==> config.mk <==
export PLATFORM = sky130hd
export DESIGN_NAME = bcd_scan_counter
export DESIGN_NICKNAME = d
export VERILOG_FILES = /design/src/rtl/bcd_scan_pkg.sv /design/src/rtl/bcd_digit.sv /design/src/rtl/bcd_scan_counter.sv
export SDC_FILE = /design/constraint.sdc
export NUM_CORES = 1
export LEC_CHECK = 0
export ABC_AREA = 0
export BUFFER_PORTS_ARGS = -buffer_cell sky130_fd_sc_hd__buf_4
export CAP_MARGIN = 20
export CORE_UTILIZATION = 28
export DETAILED_ROUTE_END_ITERATION = 6
export SLEW_MARGIN = 20
export SYNTH_ARGS = -nofsm -noshare
export SYNTH_HDL_FRONTEND = slang
export SYNTH_HIERARCHICAL = 1
export SYNTH_SLANG_ARGS = --single-unit
==> constraint.sdc <==
create_clock -name clk -period 3.2 [get_ports clk]
set_input_delay 0.16 -clock clk [delete_from_list [all_inputs] [get_ports clk]]
set_output_delay 0.16 -clock clk [all_outputs]
set_load 0.1 [all_outputs]
==> src/rtl/bcd_scan_pkg.sv <==
// Shared constants and types for the 4-digit BCD scan counter.
// Imported by the decade cell and the top.
package bcd_scan_pkg;

  localparam int NUM_DIGITS = 4;
  localparam logic [3:0] BCD_MAX = 4'd9;
  localparam logic [3:0] AN_RESET = 4'b1110;

  typedef logic [1:0] digit_idx_t;

  function automatic logic [3:0] clamp_bcd(input logic [3:0] v);
    return (v > BCD_MAX) ? BCD_MAX : v;
  endfunction

endpackage

==> src/rtl/bcd_digit.sv <==
// One decade of the counter: inc/dec with wrap, clamp-on-load,
// and combinational carry/borrow out for the ripple chain.
module bcd_digit
  import bcd_scan_pkg::*;
(
  input  logic       i_clk,
  input  logic       i_rst,
  input  logic       i_load,
  input  logic [3:0] i_load_val,
  input  logic       i_up,
  input  logic       i_cin,
  output logic [3:0] o_digit,
  output logic       o_cout
);

  logic [3:0] r_digit;
  logic       w_at_max;
  logic       w_at_min;

  assign w_at_max = (r_digit == BCD_MAX);
  assign w_at_min = (r_digit == 4'd0);
  assign o_cout   = i_cin & (i_up ? w_at_max : w_at_min);
  assign o_digit  = r_digit;

  always_ff @(posedge i_clk or posedge i_rst) begin
    if (i_rst) begin
      r_digit <= 4'd0;
    end else if (i_load) begin
      r_digit <= clamp_bcd(i_load_val);
    end else if (i_cin) begin
      if (i_up)
        r_digit <= w_at_max ? 4'd0 : r_digit + 4'd1;
      else
        r_digit <= w_at_min ? BCD_MAX : r_digit - 4'd1;
    end
  end

endmodule

==> src/rtl/bcd_scan_counter.sv <==
// 4-digit BCD up/down counter with prescaled stepping and a
// time-multiplexed digit scanner feeding a 7-segment decoder.
module bcd_scan_counter
  import bcd_scan_pkg::*;
#(
  parameter int COUNT_DIV = 100000,
  parameter int SCAN_DIV  = 1000
) (
  input  logic        clk,
  input  logic        rst,
  input  logic        en,
  input  logic        up,
  input  logic        load,
  input  logic [15:0] load_val,
  output logic        a,
  output logic        b,
  output logic        c,
  output logic        d,
  output logic [3:0]  an,
  output logic [15:0] value,
  output logic        carry
);

  localparam int CW = (COUNT_DIV > 1) ? $clog2(COUNT_DIV) : 1;
  localparam int SW = (SCAN_DIV > 1) ? $clog2(SCAN_DIV) : 1;

  logic [CW-1:0]       r_cdiv;
  logic [SW-1:0]       r_sdiv;
  digit_idx_t          r_idx;
  logic [3:0]          r_bcd;
  logic [3:0]          r_an;
  logic                r_carry;
  logic                w_step;
  logic                w_cend;
  logic                w_send;
  logic [3:0]          w_digit [NUM_DIGITS];
  logic [NUM_DIGITS:0] w_chain;
  logic [15:0]         w_value;

  assign w_cend = (r_cdiv == CW'(COUNT_DIV - 1));
  assign w_send = (r_sdiv == SW'(SCAN_DIV - 1));
  assign w_step = en & w_cend;

  always_ff @(posedge clk or posedge rst) begin
    if (rst)
      r_cdiv <= '0;
    else if (load)
      r_cdiv <= '0;
    else if (en)
      r_cdiv <= w_cend ? '0 : r_cdiv + 1'b1;
  end

  assign w_chain[0] = w_step;

  for (genvar g = 0; g < NUM_DIGITS; g++) begin : g_dig
    bcd_digit u_digit (
      .i_clk      (clk),
      .i_rst      (rst),
      .i_load     (load),
      .i_load_val (load_val[4*g +: 4]),
      .i_up       (up),
      .i_cin      (w_chain[g]),
      .o_digit    (w_digit[g]),
      .o_cout     (w_chain[g+1])
    );
  end

  // A load in the same cycle as a wrap swallows the carry.
  always_ff @(posedge clk or posedge rst) begin
    if (rst)
      r_carry <= 1'b0;
    else
      r_carry <= w_chain[NUM_DIGITS] & ~load;
  end

  always_comb begin
    w_value = '0;
    for (int i = 0; i < NUM_DIGITS; i++)
      w_value[4*i +: 4] = w_digit[i];
  end

  always_ff @(posedge clk or posedge rst) begin
    if (rst) begin
      r_sdiv <= '0;
      r_idx  <= '0;
    end else if (w_send) begin
      r_sdiv <= '0;
      r_idx  <= r_idx + 2'd1;
    end else begin
      r_sdiv <= r_sdiv + 1'b1;
    end
  end

  always_ff @(posedge clk or posedge rst) begin
    if (rst) begin
      r_bcd <= 4'd0;
      r_an  <= AN_RESET;
    end else begin
      r_bcd <= w_digit[r_idx];
      r_an  <= ~(4'b0001 << r_idx);
    end
  end

  assign {a, b, c, d} = r_bcd;
  assign an    = r_an;
  assign value = w_value;
  assign carry = r_carry;

endmodule

==> impl_metrics.env, run 1 <==
export IMPL_yosys_warnings=6
export IMPL_worst_path_max_delay_cell="dfrtp_1"
export IMPL_cp_required_ns=3.36
export IMPL_drt_pass1_iter_count=6
export IMPL_hold_ws_ns=0.0677
export IMPL_layout_drive_gt1_share_pct=24.3
export IMPL_ys_ff_latch=54
export IMPL_worstSetupPathType="register to register"
export IMPL_wire_per_inst_um=14.0
export IMPL_dieArea_mm2=0.0124
export IMPL_crit_top_cell="nand2_1"
export IMPL_yosysSeqAreaShare_pct=40.3
export IMPL_ys_types=59
export IMPL_path_buf_inv=0
export IMPL_clkTransAtPathRegs_ns=0.07
export IMPL_cts_sinks=54
export IMPL_core_area_mm2=0.0116
export IMPL_min_path_type="primary input to register"
export IMPL_synth_top_area_share_pct=38.0
export IMPL_drt_total_wl_um=7520
export IMPL_grt_use_met1_pct=16.4
export IMPL_final_cells=538
export IMPL_critical_path_arrival_ns=3.02
export IMPL_clkLatencyLatePin_ns=0.29
export IMPL_fp_dieH_um=112
export IMPL_pin_count=46
export IMPL_grt_pass1_wl_um=12900
export IMPL_dp_cells=529
export IMPL_ant_nets=0
export IMPL_via_per_inst=4.97
export IMPL_finClkSkew_ns=0.00414
export IMPL_fin_crit_sh_pct=89.4
export IMPL_first_global_vias=2663
export IMPL_ys_async_sr_fraction_pct=100
export IMPL_min_period_ns=2.86
export IMPL_maxSlewHeadroom_pct=61.3
export IMPL_ir_drop_mv=0.213
export IMPL_antenna_found_initial=0
export IMPL_fmax_ghz=0.349
export IMPL_route_detailed_drc=2
export IMPL_syn_to_final_growth_pct=20.0
export IMPL_diodes=0
export IMPL_p_per_area_mw_per_mm2=459
export IMPL_syn_area_per_cell_um2=9.57
export IMPL_nNetsFinal=421
export IMPL_worst_slack_ns=0.339
export IMPL_rsz0062_at_grt="no"
export IMPL_r2r_start="r_cdiv[1]"
export IMPL_numPortBuffers=45
export IMPL_crit_family="compound AO/OA/AOI/OAI gates"
export IMPL_setup_violations=0
export IMPL_nFillCells=1169
export IMPL_groute_usage_overall_pct=12.7
export IMPL_cts_tree="built"
export IMPL_crit_chain="ha_1 -> and4_2 -> and4_1 -> and2_1 -> nand2_1 -> a21oi_1 -> nand2_1 -> a21oi_1 -> nand2_1 -> a21oi_4 -> a21bo_2 -> a221oi_1 -> o31ai_1"
export IMPL_pre_cts_ws_ns=0.188
export IMPL_setup_tns_final_ns=0
export IMPL_maxCapViolCount=0
export IMPL_die_w_um=112
export IMPL_final_hold_viol_count=0
export IMPL_crit_fanout=6
export IMPL_drt_iter0_markers=94
export IMPL_p_leak_nw=1.80
export IMPL_slowest_delay_ns=0.41
export IMPL_violations="design-rule violations"
export IMPL_worst_slew_pin_slew_ns=0.576
export IMPL_report_final_slew_viol_count=0
export IMPL_syn_inst=351
export IMPL_clockBufferDepth=2
export IMPL_htree_levels=2
export IMPL_syn_nets=378
export IMPL_critPathLaunchType="register"
export IMPL_cts_setup_buffers=0
export IMPL_place_congestion=0.782
export IMPL_core_rowCount=39
export IMPL_synthTopCellsByArea="dfrtp_1, nor2_1, xor2_1, nand2_1, xnor2_1"
export IMPL_gr_total_overflow=0
export IMPL_cp_end_kind="register"
export IMPL_clock_root_buffer="clkbuf_16"
export IMPL_hp_start="load_val[7]"
export IMPL_syn_area_mm2=0.00336
export IMPL_synth_edf_count=0
export IMPL_rrSetupSlack_ns=0.34
export IMPL_start_util_pct=29.0
export IMPL_synth_main_ff_cell="dfrtp_1"
export IMPL_yosys_area_top_type="dfrtp_1"
export IMPL_startpoint="r_cdiv[1]"
export IMPL_status="finished with violations"
export IMPL_grt_use_met3_pct=2.40
export IMPL_numCtsBuffers=5
export IMPL_vias=2674
export IMPL_grt_max_degree=40
export IMPL_hpwl_um=5330
export IMPL_grt_use_met2_pct=21.7
export IMPL_busiest_layer="met2"
[cell usage after synthesis (5+ instances only)]
| library cell | n |
|---|---|
| inv_1 | 22 |
| nand2_1 | 29 |
| o31ai_1 | 5 |
| nand3_1 | 10 |
| nand2b_1 | 6 |
| o21ai_0 | 15 |
| nor2_1 | 37 |
| ha_1 | 6 |
| xor2_1 | 13 |
| a21oi_1 | 13 |
| buf_2 | 8 |
| dfrtp_1 | 51 |
| and3_1 | 15 |
| buf_4 | 5 |
| nand4_1 | 6 |
| xnor2_1 | 12 |
| or3_1 | 6 |
[flip-flops by register name, indices dropped and copies added, names as in the netlist]
register               cells
r_idx                      2
g_dig.u_digit/o_digit     16
carry                      1
an                         4
r_bcd                      4
r_cdiv                    17
r_sdiv                    10
[cells by family (layout without fill, tap and decap cells)]
kind of cell	after synthesis	after routing	share of synthesized area, %
AND/OR/NAND/NOR	144	144	24.0
adder cells (fa/ha/maj)	6	6	2.23
flip-flops	54	54	40.3
AO/OA/AOI/OAI	73	73	15.8
multiplexers	5	5	3.02
buffers and inverters	40	84	6.22
XOR/XNOR	29	29	8.45
[metal layers]
metal  vias to the layer above  part of all wire (%)  wire, um
met2                        51                    47      3560
met4                         0                   1.1        81
li1                       1341                     -         -
met1                      1275                    48      3580
met3                         7                   4.0       300
met5                         -                     0         0
[area by class of cell]
class / count / area (um2) / area share [%]
clock inverters: 2 / 60.1 / 1.49
inverters: 22 / 82.6 / 2.05
clock buffers: 6 / 139 / 3.45
well taps: 143 / 179 / 4.44
multi-input cells: 257 / 1810 / 44.8
repair buffers: 54 / 408 / 10.1
flip-flops and latches: 54 / 1360 / 33.6
[worst reg2reg max path, stage by stage, from the launching register on]
cell and delay [ns]:
dfrtp_1 0.41, ha_1 0.23, and4_2 0.28, and4_1 0.27, and2_1 0.17, nand2_1 0.06
a21oi_1 0.18, nand2_1 0.07, a21oi_1 0.18, nand2_1 0.13, a21oi_4 0.20, a21bo_2 0.25
a221oi_1 0.21, o31ai_1 0.11
[power by group]
part / internal (mW) / switching (mW)
Clock: 0.470 / 0.241
Combinational: 0.109 / 0.270
Sequential: 0.707 / 0.0524
[cells in the final DEF (no fill, tap or decap), types with 2 or more instances in the layout]
master / instances
buf_4: 53
dfrtp_1: 50
nor2_1: 37
nand2_1: 29
inv_1: 22
and3_1: 15
o21ai_0: 15
xor2_1: 13
xnor2_1: 12
a21oi_1: 12
nand3_1: 10
nand4_1: 6
or3_1: 6
nand2b_1: 6
ha_1: 6
o31ai_1: 5
clkbuf_16: 5
mux4_2: 4
xnor2_2: 4
a22oi_1: 4
nor3_2: 4
a211oi_1: 4
o211a_1: 4
o32ai_1: 4
o21a_1: 4
or3_2: 4
o22ai_1: 4
nand4b_1: 4
a21bo_2: 4
a221oi_1: 4
nor4_1: 3
nor3_1: 3
dfstp_2: 3
nor4b_1: 2
and2_1: 2
bufinv_16: 2
[metrics by stage]
stage	total power, mW	util, %	area [um2]
after global routing	1.93	34.9	4030
after CTS	1.88	34.8	4020
after floorplan	1.05	-	3360
final	1.85	34.9	4030
after global placement	1.15	32.9	3810
after detailed placement	1.15	32.9	3810
[final timing paths]
| check | to | cells after the start |
|---|---|---|
| worst min register to register | r_sdiv[0] | 1 |
| max in group asynchronous | an[1] | 4 |
| min in group asynchronous | g_dig[2].u_digit/o_digit[2] | 3 |
| worst max register to register | g_dig[3].u_digit/o_digit[3] | 13 |
| worst min-delay path | g_dig[1].u_digit/o_digit[2] | 2 |
| worst max-delay path | g_dig[3].u_digit/o_digit[3] | 13 |
[repair_timing]
item / in CTS / in global routing
endpoints found under the hold margin: 16 / 0
hold buffers: 1 / 0
setup endpoints to repair: 0 / 4
resized for setup: 0 / 3
No activity file was read; power rests on OpenSTA's default activity.
==> run 2: changes to the inputs <==
==> constraint.sdc (replaced) <==
create_clock -name clk -period 3.7 [get_ports clk]
set_input_delay 0.185 -clock clk [delete_from_list [all_inputs] [get_ports clk]]
set_output_delay 0.185 -clock clk [all_outputs]
set_load 0.1 [all_outputs]
==> impl_metrics.env, run 2 (synthesis gave the netlist of run 1 again) <==
export IMPL_setup_violations=0
export IMPL_dp_cells=524
export IMPL_critical_path_arrival_ns=3.54
export IMPL_regMostFlops="r_cdiv"
export IMPL_drt_pass1_iter_count=6
export IMPL_drt_total_wl_um=7320
export IMPL_startpoint="r_cdiv[0]"
export IMPL_crit_fanout=8
export IMPL_cts_setup_buffers=0
export IMPL_ir_drop_mv=0.168
export IMPL_first_global_vias=2613
export IMPL_fp_dieH_um=112
export IMPL_critPathCapture="g_dig[3].u_digit/o_digit[1]"
export IMPL_clock_root_buffer="clkbuf_16"
export IMPL_drt_iter0_markers=81
export IMPL_via_per_inst=5.12
export IMPL_clockBufferDepth=2
export IMPL_numCtsBuffers=5
export IMPL_ff2ff_path_depth=13
export IMPL_antenna_found_initial=0
export IMPL_ant_nets=0
export IMPL_cts_tree="built"
export IMPL_setup_tns_final_ns=0
export IMPL_grt_max_degree=40
export IMPL_violations="design-rule violations"
export IMPL_route_detailed_drc=2
export IMPL_clkTransAtPathRegs_ns=0.07
export IMPL_swShare_pct=32.9
export IMPL_place_area_mm2=0.00377
export IMPL_switchingPower_uw=475
export IMPL_maxSlewHeadroom_pct=45.8
export IMPL_core_area_mm2=0.0116
export IMPL_die_w_um=112
export IMPL_finClkSkew_ns=0.0104
export IMPL_power_frac_clock_pct=32.4
export IMPL_grt_use_met3_pct=2.45
export IMPL_cp_end_kind="register"
export IMPL_power_share_sequential_pct=46.2
export IMPL_cts_sinks=54
export IMPL_worstSetupPathType="register to register"
export IMPL_p_per_area_mw_per_mm2=368
export IMPL_core_rowCount=39
export IMPL_final_cells=533
export IMPL_pin_count=46
export IMPL_final_cell_mix="dfrtp_1, buf_4, nor2_1"
export IMPL_rsz0062_at_grt="no"
export IMPL_wire_per_inst_um=13.7
export IMPL_cts_resized=0
export IMPL_largest_register_ffs=17
export IMPL_start_util_pct=29.0
export IMPL_layout_drive_gt1_share_pct=22.3
export IMPL_r2r_start="r_cdiv[0]"
export IMPL_vias=2729
export IMPL_hold_ws_ns=0.104
export IMPL_syn_to_final_growth_pct=16.9
export IMPL_grt_pass1_wl_um=12600
export IMPL_diodes=0
export IMPL_numPortBuffers=45
export IMPL_p_comb_share_pct=21.4
export IMPL_grt_use_met2_pct=20.3
export IMPL_worst_slew_pin_slew_ns=0.812
export IMPL_clkLatencyLatePin_ns=0.29
export IMPL_p_leak_nw=1.75
export IMPL_place_congestion=0.824
export IMPL_nNetsFinal=416
export IMPL_final_hold_viol_count=0
export IMPL_p_int_uw=971
export IMPL_htree_levels=2
export IMPL_min_path_type="primary input to register"
export IMPL_busiest_layer="met2"
export IMPL_report_final_slew_viol_count=0
export IMPL_critPathLaunchType="register"
export IMPL_gr_total_overflow=0
export IMPL_dieArea_mm2=0.0124
export IMPL_hpwl_um=5310
export IMPL_cp_required_ns=3.90
export IMPL_final_util_pct=34.0
export IMPL_groute_usage_overall_pct=12.4
export IMPL_stdcell_area_mm2=0.00393
export IMPL_min_period_ns=3.35
export IMPL_grt_use_met1_pct=16.7
export IMPL_final_common_cell="dfrtp_1"
export IMPL_r2r_end="g_dig[3].u_digit/o_digit[1]"
export IMPL_fin_crit_sh_pct=90.5
export IMPL_rrSetupSlack_ns=0.35
export IMPL_fmax_ghz=0.299
export IMPL_maxCapViolCount=0
export IMPL_status="finished with violations"
[run 2: worst max-delay path, stage by stage (launching register included)]
cell     delay (ns)
dfrtp_1        0.42
ha_1           0.25
and4_2         0.27
and4_1         0.26
and2_1         0.30
nand2_1        0.10
a21oi_1        0.18
nand2_1        0.07
a21oi_1        0.17
nand2_1        0.07
a21oi_1        0.49
nand2_1        0.14
or3_1          0.37
a22oi_1        0.18
[run 2: layout make-up]
cell class,count,area [um2]
fill,1151,7640
multi-input combinational,257,1800
sequential,54,1360
timing repair buffer,49,370
tap,143,179
clock buffer,8,146
inverter,22,82.6
[run 2: power by group through the flow]
stage | combinational, mW | clock [mW] | sequential (mW)
finish | 0.310 | 0.469 | 0.668
global route | 0.329 | 0.502 | 0.675
CTS | 0.313 | 0.483 | 0.668
detailed placement | 0.311 | 0 | 0.679
global placement | 0.309 | 0 | 0.679
floorplan | 0.122 | 0 | 0.789
[run 2: worst min path at each step]
stage	to	slack (ns)	from	depth (start not counted)
2_1_floorplan	g_dig[0].u_digit/o_digit[0]	-0.05	rst	1
3_3_place_gp	g_dig[2].u_digit/o_digit[0]	0.13	rst	2
3_5_place_dp	g_dig[2].u_digit/o_digit[1]	0.13	rst	2
4_1_cts	g_dig[2].u_digit/o_digit[2]	0.1	load_val[11]	2
5_1_grt	g_dig[0].u_digit/o_digit[2]	0.09	load_val[3]	2
6_report	g_dig[2].u_digit/o_digit[2]	0.10	load_val[11]	2
[run 2: metrics by stage]
stage / power (mW) / setup slack, ns
2_1_floorplan: 0.911 / 0.678
3_3_place_gp: 0.987 / 0.487
3_5_place_dp: 0.990 / 0.382
4_1_cts: 1.46 / 0.353
5_1_grt: 1.51 / 0.0128
6_report: 1.45 / 0.351
[run 2: per-layer routing]
metal,vias up,wire length (um)
met5,-,0
met4,0,28
met3,5,334
met2,68,3590
met1,1327,3370
li1,1329,-
[run 2: repair_timing]
action	in CTS	in global routing
setup endpoints to repair	0	0
endpoints found under the hold margin	16	0
hold buffers	1	0
